File: src/rtl/vga_timing_pkg.sv
// Default 640x480@60 VGA timing constants and small helpers shared by the
// VGA sync generator and its tick sampler.
package vga_timing_pkg;

    localparam int unsigned CNT_W = 10;
    typedef logic [CNT_W-1:0] cnt_t;

    localparam int unsigned DEF_H_VISIBLE = 640;
    localparam int unsigned DEF_H_FP      = 16;
    localparam int unsigned DEF_H_SYNC    = 96;
    localparam int unsigned DEF_H_BP      = 48;
    localparam int unsigned DEF_V_VISIBLE = 480;
    localparam int unsigned DEF_V_FP      = 10;
    localparam int unsigned DEF_V_SYNC    = 2;
    localparam int unsigned DEF_V_BP      = 33;

    localparam int unsigned DEF_H_TOTAL =
        DEF_H_VISIBLE + DEF_H_FP + DEF_H_SYNC + DEF_H_BP;
    localparam int unsigned DEF_V_TOTAL =
        DEF_V_VISIBLE + DEF_V_FP + DEF_V_SYNC + DEF_V_BP;

    localparam int unsigned DEF_H_SYNC_START = DEF_H_VISIBLE + DEF_H_FP;
    localparam int unsigned DEF_H_SYNC_END   = DEF_H_SYNC_START + DEF_H_SYNC - 1;
    localparam int unsigned DEF_V_SYNC_START = DEF_V_VISIBLE + DEF_V_FP;
    localparam int unsigned DEF_V_SYNC_END   = DEF_V_SYNC_START + DEF_V_SYNC - 1;

    // Inclusive window test used for the sync pulse decode.
    function automatic logic in_window(cnt_t v, cnt_t lo, cnt_t hi);
        return (v >= lo) && (v <= hi);
    endfunction

endpackage

File: src/rtl/tick_gen.sv
// Samples a slow divided clock as data and emits a one-cycle enable on each
// of its rising edges; shared by the VGA, segment and sound clock consumers.
module tick_gen (
    input  logic clk,
    input  logic clr,
    input  logic sig_i,
    output logic tick_o
);

    logic d1_q;
    logic d2_q;

    // Both stages reset high so a signal already high at release is not an edge.
    always_ff @(posedge clk or posedge clr) begin
        if (clr) begin
            d1_q <= 1'b1;
            d2_q <= 1'b1;
        end else begin
            d1_q <= sig_i;
            d2_q <= d1_q;
        end
    end

    assign tick_o = d1_q & ~d2_q;

endmodule

File: src/rtl/vga_sync.sv
// VGA timing generator: pixel/line counters advanced by the pixel enable,
// with sync, visible-area and frame-start outputs registered from next state.
module vga_sync
    import vga_timing_pkg::*;
#(
    parameter int unsigned H_VISIBLE = DEF_H_VISIBLE,
    parameter int unsigned H_FP      = DEF_H_FP,
    parameter int unsigned H_SYNC    = DEF_H_SYNC,
    parameter int unsigned H_BP      = DEF_H_BP,
    parameter int unsigned V_VISIBLE = DEF_V_VISIBLE,
    parameter int unsigned V_FP      = DEF_V_FP,
    parameter int unsigned V_SYNC    = DEF_V_SYNC,
    parameter int unsigned V_BP      = DEF_V_BP
) (
    input  logic             clk,
    input  logic             clr,
    input  logic             dclk,
    output logic             hsync,
    output logic             vsync,
    output logic             video_on,
    output logic [CNT_W-1:0] px,
    output logic [CNT_W-1:0] py,
    output logic             frame_start
);

    localparam int unsigned H_TOTAL = H_VISIBLE + H_FP + H_SYNC + H_BP;
    localparam int unsigned V_TOTAL = V_VISIBLE + V_FP + V_SYNC + V_BP;

    localparam cnt_t H_MAX   = cnt_t'(H_TOTAL - 1);
    localparam cnt_t V_MAX   = cnt_t'(V_TOTAL - 1);
    localparam cnt_t H_VIS   = cnt_t'(H_VISIBLE);
    localparam cnt_t V_VIS   = cnt_t'(V_VISIBLE);
    localparam cnt_t HS_LO   = cnt_t'(H_VISIBLE + H_FP);
    localparam cnt_t HS_HI   = cnt_t'(H_VISIBLE + H_FP + H_SYNC - 1);
    localparam cnt_t VS_LO   = cnt_t'(V_VISIBLE + V_FP);
    localparam cnt_t VS_HI   = cnt_t'(V_VISIBLE + V_FP + V_SYNC - 1);

    logic pix_en;

    cnt_t hc_q, hc_d;
    cnt_t vc_q, vc_d;
    logic hsync_q, hsync_d;
    logic vsync_q, vsync_d;
    logic video_on_q, video_on_d;
    logic frame_start_q, frame_start_d;

    tick_gen u_tick_gen (
        .clk    (clk),
        .clr    (clr),
        .sig_i  (dclk),
        .tick_o (pix_en)
    );

    always_comb begin
        hc_d = hc_q;
        vc_d = vc_q;
        if (pix_en) begin
            if (hc_q == H_MAX) begin
                hc_d = '0;
                vc_d = (vc_q == V_MAX) ? '0 : vc_q + cnt_t'(1);
            end else begin
                hc_d = hc_q + cnt_t'(1);
            end
        end
    end

    // Decode from next-state counters so outputs line up with px/py.
    always_comb begin
        hsync_d       = ~in_window(hc_d, HS_LO, HS_HI);
        vsync_d       = ~in_window(vc_d, VS_LO, VS_HI);
        video_on_d    = (hc_d < H_VIS) && (vc_d < V_VIS);
        frame_start_d = pix_en && (hc_d == '0) && (vc_d == '0);
    end

    always_ff @(posedge clk or posedge clr) begin
        if (clr) begin
            hc_q          <= H_MAX;
            vc_q          <= V_MAX;
            hsync_q       <= 1'b1;
            vsync_q       <= 1'b1;
            video_on_q    <= 1'b0;
            frame_start_q <= 1'b0;
        end else begin
            hc_q          <= hc_d;
            vc_q          <= vc_d;
            hsync_q       <= hsync_d;
            vsync_q       <= vsync_d;
            video_on_q    <= video_on_d;
            frame_start_q <= frame_start_d;
        end
    end

    assign hsync       = hsync_q;
    assign vsync       = vsync_q;
    assign video_on    = video_on_q;
    assign px          = hc_q;
    assign py          = vc_q;
    assign frame_start = frame_start_q;

endmodule
File: config.mk
export PLATFORM = sky130hd
export DESIGN_NAME = vga_sync
export DESIGN_NICKNAME = d
export VERILOG_FILES = /design/src/rtl/vga_timing_pkg.sv /design/src/rtl/tick_gen.sv /design/src/rtl/vga_sync.sv
export SDC_FILE = /design/constraint.sdc
export NUM_CORES = 1
export LEC_CHECK = 0
export ABC_AREA = 1
export CORE_MARGIN = 8
export CORE_UTILIZATION = 48
export DETAILED_ROUTE_END_ITERATION = 6
export MAX_ROUTING_LAYER = met4
export PLACE_DENSITY = 0.76
export SLEW_MARGIN = 20
export SYNTH_ARGS = -nofsm -noshare
export SYNTH_HDL_FRONTEND = slang
export SYNTH_SLANG_ARGS = --single-unit
File: constraint.sdc
create_clock -name clk -period 1.8 [get_ports clk]
set_clock_uncertainty 0.2 [all_clocks]
set_input_delay 0.36 -clock clk [delete_from_list [all_inputs] [get_ports clk]]
set_output_delay 0.36 -clock clk [all_outputs]
set_load 0.1 [all_outputs]
# Word level (Yosys, flattened, before mapping)
# Cells that the tools add are included.
# word_totals
register_bits,26
latch_bits,0
mem_bits_rw,0
romBits,0
in_bits,3
out_inout_bits,24
wordCells,34
mem_count,0
# classes
n_addsub,2
mul,0
div_mod_pow,0
magnitude_cmp,6
n_eq_ne,2
shifts,0
muxes,5
bitwise_logic,4
n_reduce_logical,7
# op_table
op,count
2-to-1 mux 10 bit,5
"adder 10 x 1 -> 10 bit, second input constant",2
"equality test 10 bit, second input constant",2
zero test 10 bit,2
"greater-or-equal comparator 10 bit, second input constant",1
"greater-or-equal comparator 10 x 9 -> 1 bit, second input constant",1
"<= comparator 10 bit, second input constant",1
"<= comparator 10 x 9 -> 1 bit, second input constant",1
"less-than comparator 10 bit, second input constant",1
"less-than comparator 10 x 9 -> 1 bit, second input constant",1
logical AND 1 bit,5
inverter 1 bit,3
bitwise AND 1 bit,1

# Logic depth before layout (Yosys ltp)
# Gate-level depths: netlist of the first run.
# depth
depth_word,7
mapped_depth,14
mapped_depth_nobuf,14

# Cells and area by module
# A second synthesis of the first run with hierarchy kept.
# unflattened
cells_unflattened,249
hier_area_um2,1725.4
# by_module_without_submodules
mod,n_inst,cells_per_inst,area_per_inst_um2,seq_area_each_um2
vga_sync,1,244,1659.1,615.6
tick_gen,1,5,66.3,52.6

# Least setup slack after synthesis of the first run
# Ideal clock, no wire load.
# synth_path
path_type,register to register
start,register vc_q[1] (netlist: py[1])
end,register video_on_q (netlist: video_on)
setup_ns,0.113
t_arrival_ns,2.167
required_ns,1.487
path_slack_ns,-0.680
stages_incl_launch_ff,13
n_path_buf,0
period_less_slack_ns,2.480
cell_sequence,dfrtp_1 ha_1 inv_1 nor2_1 nand3_1 inv_1 nand4_1 nand2_1 nand2_1 nor2_1 nand3_1 nand2_1 inv_1
# synth_via
elab_chain_len,6
elab_cells_between_ends,7
classes_between,add/sub (1); order compare (1); eq/ne (1); mux (3); reduce/logical (1)
# synth_lines
element,line_no,rtl
start: declaration,vga_sync.sv:41,"cnt_t vc_q, vc_d;"
start signal: assignment,vga_sync.sv:85,vc_q <= vc_d;
adder 10 x 1 -> 10 bit or equality test 10 bit (tied branches),vga_sync.sv:60,vc_d = (vc_q == V_MAX) ? '0 : vc_q + cnt_t'(1);
2-to-1 mux 10 bit,vga_sync.sv:60,
2-to-1 mux 10 bit,vga_sync.sv:58,if (hc_q == H_MAX) begin
2-to-1 mux 10 bit *,vga_sync.sv:57,if (pix_en) begin
less-than comparator 10 x 9 -> 1 bit *,vga_sync.sv:71,video_on_d = (hc_d < H_VIS) && (vc_d < V_VIS);
logical AND 1 bit *,vga_sync.sv:71,
net video_on_d,vga_sync.sv:44,"logic video_on_q, video_on_d;"
end signal: assignment,vga_sync.sv:88,video_on_q <= video_on_d;
end: declaration,vga_sync.sv:44,
# The timed path passes the listed nets; every way through them passes the cells marked *.

# Final worst setup path of the first run
# layout_path
start,register hc_q[1] (netlist: px[1])
end,register frame_start_q (netlist: frame_start)
# layout_via
elab_chain_len,6
elab_cells_between_ends,10
classes_between,add/sub (1); eq/ne (1); mux (4); reduce/logical (4)
# layout_lines
element,line_no,rtl
start: declaration,vga_sync.sv:40,"cnt_t hc_q, hc_d;"
start signal: assignment,vga_sync.sv:77,hc_q <= H_MAX;
start signal: assignment,vga_sync.sv:84,hc_q <= hc_d;
adder 10 x 1 -> 10 bit or equality test 10 bit (tied branches),"vga_sync.sv:62, vga_sync.sv:58",
2-to-1 mux 10 bit *,vga_sync.sv:58,
2-to-1 mux 10 bit *,vga_sync.sv:57,
net hc_d[5],vga_sync.sv:40,
zero test 10 bit *,vga_sync.sv:72,frame_start_d = pix_en && (hc_d == '0) && (vc_d == '0);
logical AND 1 bit * (2 in series),vga_sync.sv:72,
net frame_start_d,vga_sync.sv:45,"logic frame_start_q, frame_start_d;"
end signal: assignment,vga_sync.sv:89,frame_start_q <= frame_start_d;
end: declaration,vga_sync.sv:45,
# Marks and branches as above.

==> impl_results.md, run 1 <==
* Status: finished, violations left
* Failing checks: negative setup slack
* Cell Count, Final, Fillers Out at just under 400
* Initial Utilization at roughly 50%
* # placed instances at approximately 370
* Number of global-route vias before repair at 2034
* HP Class: input pin to async pin
* Metal1 wirelength at 2570 µm
* P_leak at roughly 1.5 nW
* FMAX at between 0.4 and 0.5 GHz
* Post-Syn Area at 0.001683 mm²
* Clock Pin Slew Worst Setup and Hold Paths at about 150 ps
* 1st-iter DRT viols at roughly 210
* CTS Buffer Depth at 2
* Cells after Synth at between 200 and 250
* Internal power at ~1.3 mW
* Total Wirelength at between 6000 and 7000 µm
* Minimum clock period at approximately 2200 ps
* FF-to-FF Start: px[1]
* Yosys cell types at 26
* Power consumption at 2.248 mW
* Setup crit end: frame_start
* Worst vdd ir at around 1300 µV
* CTS tree: done
* Pins Over Slew Limit at 0
* Area grow syn2layout at 80.89%
* Clk_lat worst skew at around 330 ps
* Num ports at 27
* Seq pwr share at between 30% and 40%
* Die Wd at between 70 and 80 µm
* Filler cell count at ~150
* Largest net degree at the start of global routing at 27
* Post-synth EDFFs at 0
* Initial antenna violation count at 0
* CP startpoint kind: flip-flop
* First-pass GRT wire length at between 9000 and 10000 µm
* R2R Setup Slk at -400 ps
* IO buf count at 26
* Worst-Margin Slew at between 300 and 400 ps
* Worst r2r dst: frame_start
* Setup CP Type: flip-flop to flip-flop
* Crit path from: px[1]
* Net Switching at roughly 950 µW
* Power per Cell Area at roughly 740 mW/mm²
* Syn. warnings at 0
* CTS root buf: clkbuf_4
* Hold_buf cts at 0
* Worst r2r path cells at 11
* Pre-CTS WS at -400.5 ps
* Slowest stage delay, CP at 670 ps
* Nets at between 300 and 400
* Synth Flop Type: dfstp_2
* Critical Path RT at 1880 ps
* Switching part of the total power at ~42%
* Overall die height at 75.21 µm
* Total gr overflow at 0
* RSZ-0062 raised after global routing: yes
* Comb pwr share at between 50% and 60%
* Share of post-route cells with drive strength above 1 at between 40 and 50%
* DR vias/cell at 5.312
* Post-layout util at 90.51%
* Total core area at ~0.0034 mm²
* CTS buffer count at 3
* Syn_nets at about 240
* Post-route ant nets at 0
* Antenna diode count at 0
* Hold slack at around 190 ps
* Synthesized flop and latch total at 26
* Most frequent cells in the layout: 58 x buf_4, 48 x nand2_1, 41 x inv_1
* Slowest cell on crit path: dfstp_4
* # DRC at 0
* H-tree depth at 1
* Most frequent CP cell: nor2_1
* Synthesized area per cell at 7.071 µm²
* GPL Wtd Cong at 0.9554
* Setup-failing EPs final at 23
* Die area at between 0.005 and 0.006 mm²
* DP Wirelength at 4569 µm
* Post-route clock period utilization at 122.1%
* Register area share after synthesis at 39.70%
* CTS sink count at 26
* Drt wl/cell at around 17 µm
* Rows at 21
* Metal3 WL at around 390 µm
* Final worst slack at -398.3 ps
* Crit-path max FO at 7
* Clock power share at between 10% and 20%
* Fin. Hold Viols at 0
* Tot GR Track Use at 23.39%
* Crit. End Element: flip-flop
* Crit-path cells: ha_4 -> nand2_4 -> nor2_8 -> nand3_4 -> nand2_1 -> inv_1 -> nor2_1 -> nand2_1 -> nor2_1 -> nand3_1 -> nor2_1
* Drt first pass iters at 4
* Met2 WL at approximately 3400 µm
* Slew margin rel. at 77.55%
* Max cap viols at 0
* Most common cell after layout, fill and taps aside: buf_4
* Critical path arrival at ~2300 ps
* Routed via count at between 2k and 2.5k
* Async S/R FF share, synth at 100.0%
* Top Metal Used: met4
-- worst min-delay path by stage --
stage / from / endpoint / slack (ps) / depth (start not counted)
floorplan: u_tick_gen.d1_q / u_tick_gen.d2_q / 160 / 0
global placement: u_tick_gen.d1_q / u_tick_gen.d2_q / 280 / 1
detailed placement: u_tick_gen.d1_q / u_tick_gen.d2_q / 280 / 1
CTS: clr / px[6] / 210 / 3
global route: dclk / u_tick_gen.d1_q / 210 / 1
finish: clr / py[7] / 190 / 3
-- cells in the mapped netlist, types with 2 or more instances --
master	n	area, µm²
nor2_2	2	12.51
o21ai_0	7	35.03
nor2_4	2	22.52
inv_2	4	15.01
nand3_2	3	30.03
ha_1	3	37.54
dfrtp_1	12	300.3
inv_1	47	176.4
o21ai_1	2	10.01
nand3_1	26	130.1
nor3_1	2	10.01
nor2_1	35	131.4
nand2_2	2	12.51
a21oi_1	4	20.02
nand4_1	8	50.05
nand2_1	55	206.5
dfstp_2	14	367.9
xnor2_1	2	17.52
-- routing by layer --
metal	vias up	global-route usage (%)
li1	948	-
met1	975	28.40
met2	97	39.83
met3	25	2.130
met4	0	7.249
met5	-	-
-- kinds of logic after synthesis --
group | Yosys count | share of synthesized area [%]
xor+xnor | 3 | 2.008
simple gates | 139 | 39.55
fa+ha+maj | 3 | 2.231
flops | 26 | 39.70
buf+inv | 53 | 12.19
compound gates | 14 | 4.312
-- critical path: cells and delay by family (launching register included) --
kind                     cells  cell delay, ps
adder cells (fa/ha/maj)      1             150
AND/OR/NAND/NOR              9            1070
flip-flops                   1             670
buffers and inverters        1              50
-- metrics by stage --
step,TNS (ps),cell area [µm²]
after detailed placement,-2523,2801
after floorplan,-3432,1783
after global placement,-2003,2801
final,-3198,3044
after global routing,-4772,3044
after CTS,-2620,2943
-- sequential cells by signal (all words and copies together), names as in the netlist --
register and cells:
px 10, py 10, frame_start 1, hsync 1
u_tick_gen.d1_q 1, u_tick_gen.d2_q 1, video_on 1, vsync 1
-- power groups by stage --
stage	sequential (mW)	combinational, mW	clock, mW
after floorplan	1.17	0.196	0
after global placement	0.763	1.06	0
after detailed placement	0.769	1.08	0
after CTS	0.764	1.15	0.280
after global routing	0.771	1.26	0.298
final	0.766	1.21	0.276
-- cell type report --
cell class | count | area [µm²] | share of cell area, %
Multi-Input combinational cell | 160 | 965.9 | 31.73
Sequential cell | 26 | 708.2 | 23.26
Tap cell | 46 | 57.56 | 1.891
Inverter | 52 | 203.9 | 6.700
Clock buffer | 4 | 26.28 | 0.8631
Timing Repair Buffer | 97 | 1082 | 35.55
-- repair_timing --
action,in CTS,in global routing
resized for setup,25,17
gates cloned,0,1
pin swaps,5,3
buffers inserted,4,8
endpoints found under the setup margin,24,28
Note: power is estimated with default switching activity, not from simulation.
==> run 2, diff against run 1 <==
--- a/config.mk
+++ b/config.mk
@@ -6,6 +6,7 @@
 export NUM_CORES = 1
 export LEC_CHECK = 0
 export ABC_AREA = 1
+export ABC_CLOCK_PERIOD_IN_PS = 1800
 export CORE_MARGIN = 8
 export CORE_UTILIZATION = 48
 export DETAILED_ROUTE_END_ITERATION = 6
==> results of run 2 <==
Final layout, timing and power as in run 1 (identical DEF).
==> run 3, diff against run 2 <==
--- a/config.mk
+++ b/config.mk
@@ -12,6 +12,7 @@
 export DETAILED_ROUTE_END_ITERATION = 6
 export MAX_ROUTING_LAYER = met4
 export PLACE_DENSITY = 0.76
+export REMOVE_ABC_BUFFERS = 1
 export SLEW_MARGIN = 20
 export SYNTH_ARGS = -nofsm -noshare
 export SYNTH_HDL_FRONTEND = slang
==> impl_results.md, run 3 (synthesized netlist as in run 1, its figures left out) <==
* Status: finished, violations left (unchanged)
* Failing checks: design-rule violations, negative setup slack (was negative setup slack)
* Most frequent cells in the layout: 56 x buf_4, 44 x nand2_1, 43 x inv_1 (was 58 x buf_4, 48 x nand2_1, 41 x inv_1)
* Slew margin rel. at 77.42% (was 77.55%)
* # DRC at 2 (was 0)
* Power consumption at 2.226 mW (was 2.248 mW)
* H-tree depth at 1 (unchanged)
* Rows at 21 (unchanged)
* Drt wl/cell at 18.63 µm (was 16.91 µm)
* Total Wirelength at 7115 µm (was 6512 µm)
* Setup-failing EPs final at 18 (was 23)
* Most common cell after layout, fill and taps aside: buf_4 (unchanged)
* Share of post-route cells with drive strength above 1 at 50.89% (was 49.56%)
* Hold_buf cts at 0 (unchanged)
* Pre-CTS WS at -399.3 ps (was -400.5 ps)
* CTS Buffer Depth at 2 (unchanged)
* CTS root buf: clkbuf_4 (unchanged)
* Max cap viols at 0 (unchanged)
* DP Wirelength at 4158 µm (was 4569 µm)
* Die Wd at 75.21 µm (unchanged)
* CTS buffer count at 3 (unchanged)
* Initial Utilization at 50.04% (unchanged)
* Worst-Margin Slew at 338.7 ps (was 336.8 ps)
* Setup crit end: frame_start (unchanged)
* Post-route clock period utilization at 128.9% (was 122.1%)
* HP Class: input pin to async pin (unchanged)
* Final worst slack at -519.7 ps (was -398.3 ps)
* Metal3 WL at 607 µm (was 389 µm)
* Tot GR Track Use at 24.84% (was 23.39%)
* Clock Pin Slew Worst Setup and Hold Paths at 160 ps (was 150 ps)
* FMAX at 0.4311 GHz (was 0.4549 GHz)
* DR vias/cell at 5.550 (was 5.312)
* Antenna diode count at 0 (unchanged)
* Post-route ant nets at 0 (unchanged)
* FF-to-FF Start: px[1] (unchanged)
* Initial antenna violation count at 0 (unchanged)
* GPL Wtd Cong at 0.9328 (was 0.9554)
* Total gr overflow at 0 (unchanged)
* IO buf count at 26 (unchanged)
* Critical path arrival at 2400 ps (was 2280 ps)
* Crit. End Element: flip-flop (unchanged)
* Num ports at 27 (unchanged)
* RSZ-0062 raised after global routing: yes (unchanged)
* Hold slack at 181.2 ps (was 190.8 ps)
* Fin. Hold Viols at 0 (unchanged)
* Pins Over Slew Limit at 0 (unchanged)
* 1st-iter DRT viols at 278 (was 208)
* Drt first pass iters at 7 (was 4)
* Die area at 0.005657 mm² (unchanged)
* Top Metal Used: met4 (unchanged)
* CTS sink count at 26 (unchanged)
* Routed via count at 2120 (was 2045)
* Worst vdd ir at 1392 µV (was 1260 µV)
* Worst r2r dst: frame_start (unchanged)
* P_leak at 1.576 nW (was 1.546 nW)
* Worst r2r path cells at 11 (unchanged)
* Crit path from: px[1] (unchanged)
* Number of global-route vias before repair at 2124 (was 2034)
* Minimum clock period at 2320 ps (was 2198 ps)
* Power per Cell Area at 727.9 mW/mm² (was 738.4 mW/mm²)
* Crit-path max FO at 6 (was 7)
* Nets at 343 (was 346)
* Area grow syn2layout at 81.71% (was 80.89%)
* Metal1 wirelength at 2643 µm (was 2570 µm)
* Setup TNS Final at -3127 ps (was -3198 ps)
* Critical Path RT at 1880 ps (about the same)
* First-pass GRT wire length at 10320 µm (was 9715 µm)
* Met2 WL at 3607 µm (was 3351 µm)
* Clk_lat worst skew at 340 ps (was 330 ps)
* R2R Setup Slk at -520 ps (was -400 ps)
* Largest net degree at the start of global routing at 27 (unchanged)
* Total core area at 0.003363 mm² (unchanged)
* CP startpoint kind: flip-flop (unchanged)
* Overall die height at 75.21 µm (unchanged)
* CTS tree: done (unchanged)
* Setup CP Type: flip-flop to flip-flop (unchanged)
run 3: cell types whose count changed in the layout (fill, tap and decap cells not counted), moves of 3 or more:
cell	before	now
dfstp_4	8	0
nand2_1	48	44
dfrtp_1	4	10
dfstp_2	6	14
nor2_1	30	24
nand3_1	22	19
nor2_2	4	7
nand2_2	7	11
nand3_2	3	6
dfrtp_2	8	2
run 3: how the worst min path moves through the flow:
stage	end	slack [ps]
after global routing	py[6]	200
after detailed placement	u_tick_gen.d2_q	280
after CTS	py[8]	200
after global placement	u_tick_gen.d2_q	280
final	py[8]	180
after floorplan	u_tick_gen.d2_q	160
run 3: cell type report:
cell class	count	area [µm²]
Timing Repair Buffer	95	1076
Multi-Input combinational cell	159	1015
Sequential cell	26	670.6
Fill cell	148	305.3
Inverter	52	202.7
Tap cell	46	57.56
Clock buffer	4	36.28
run 3: power breakdown:
part           leakage (nW)  internal [mW]  switching [mW]
clock network        0.0210          0.124           0.192
logic                  1.25          0.461           0.713
registers             0.305          0.674          0.0618
run 3: worst max-delay path: stages, from the launching register on:
cell and delay (ps):
dfstp_2 580, ha_4 140, nand2_4 70, nor2_8 180, nand3_4 130, nor2_4 160, o21ai_1 140, nand2_2 130
nand3_1 90, nor2_1 160, nand3_1 110, nor2_1 150
run 3: through the flow:
stage | std cells | utilization [%] | instance area [µm²]
after floorplan | 237 | - | 1678
after global placement | 366 | 79.20 | 2664
after detailed placement | 366 | 79.20 | 2664
after CTS | 378 | 87.28 | 2935
after global routing | 382 | 90.92 | 3058
final | 382 | 90.92 | 3058
run 3: timing repair:
| item | CTS | global route |
|---|---|---|
| gates cloned | 0 | 0 |
| resized for setup | 47 | 29 |
| setup buffers | 8 | 7 |
| pin swaps | 14 | 17 |
| setup endpoints to repair | 15 | 26 |
run 3: per-layer routing:
| metal | up-vias | GRT usage, % |
|---|---|---|
| met4 | 0 | 10.23 |
| met3 | 32 | 4.660 |
| met1 | 990 | 28.28 |
| met2 | 166 | 41.75 |
| met5 | - | - |
| li1 | 932 | - |
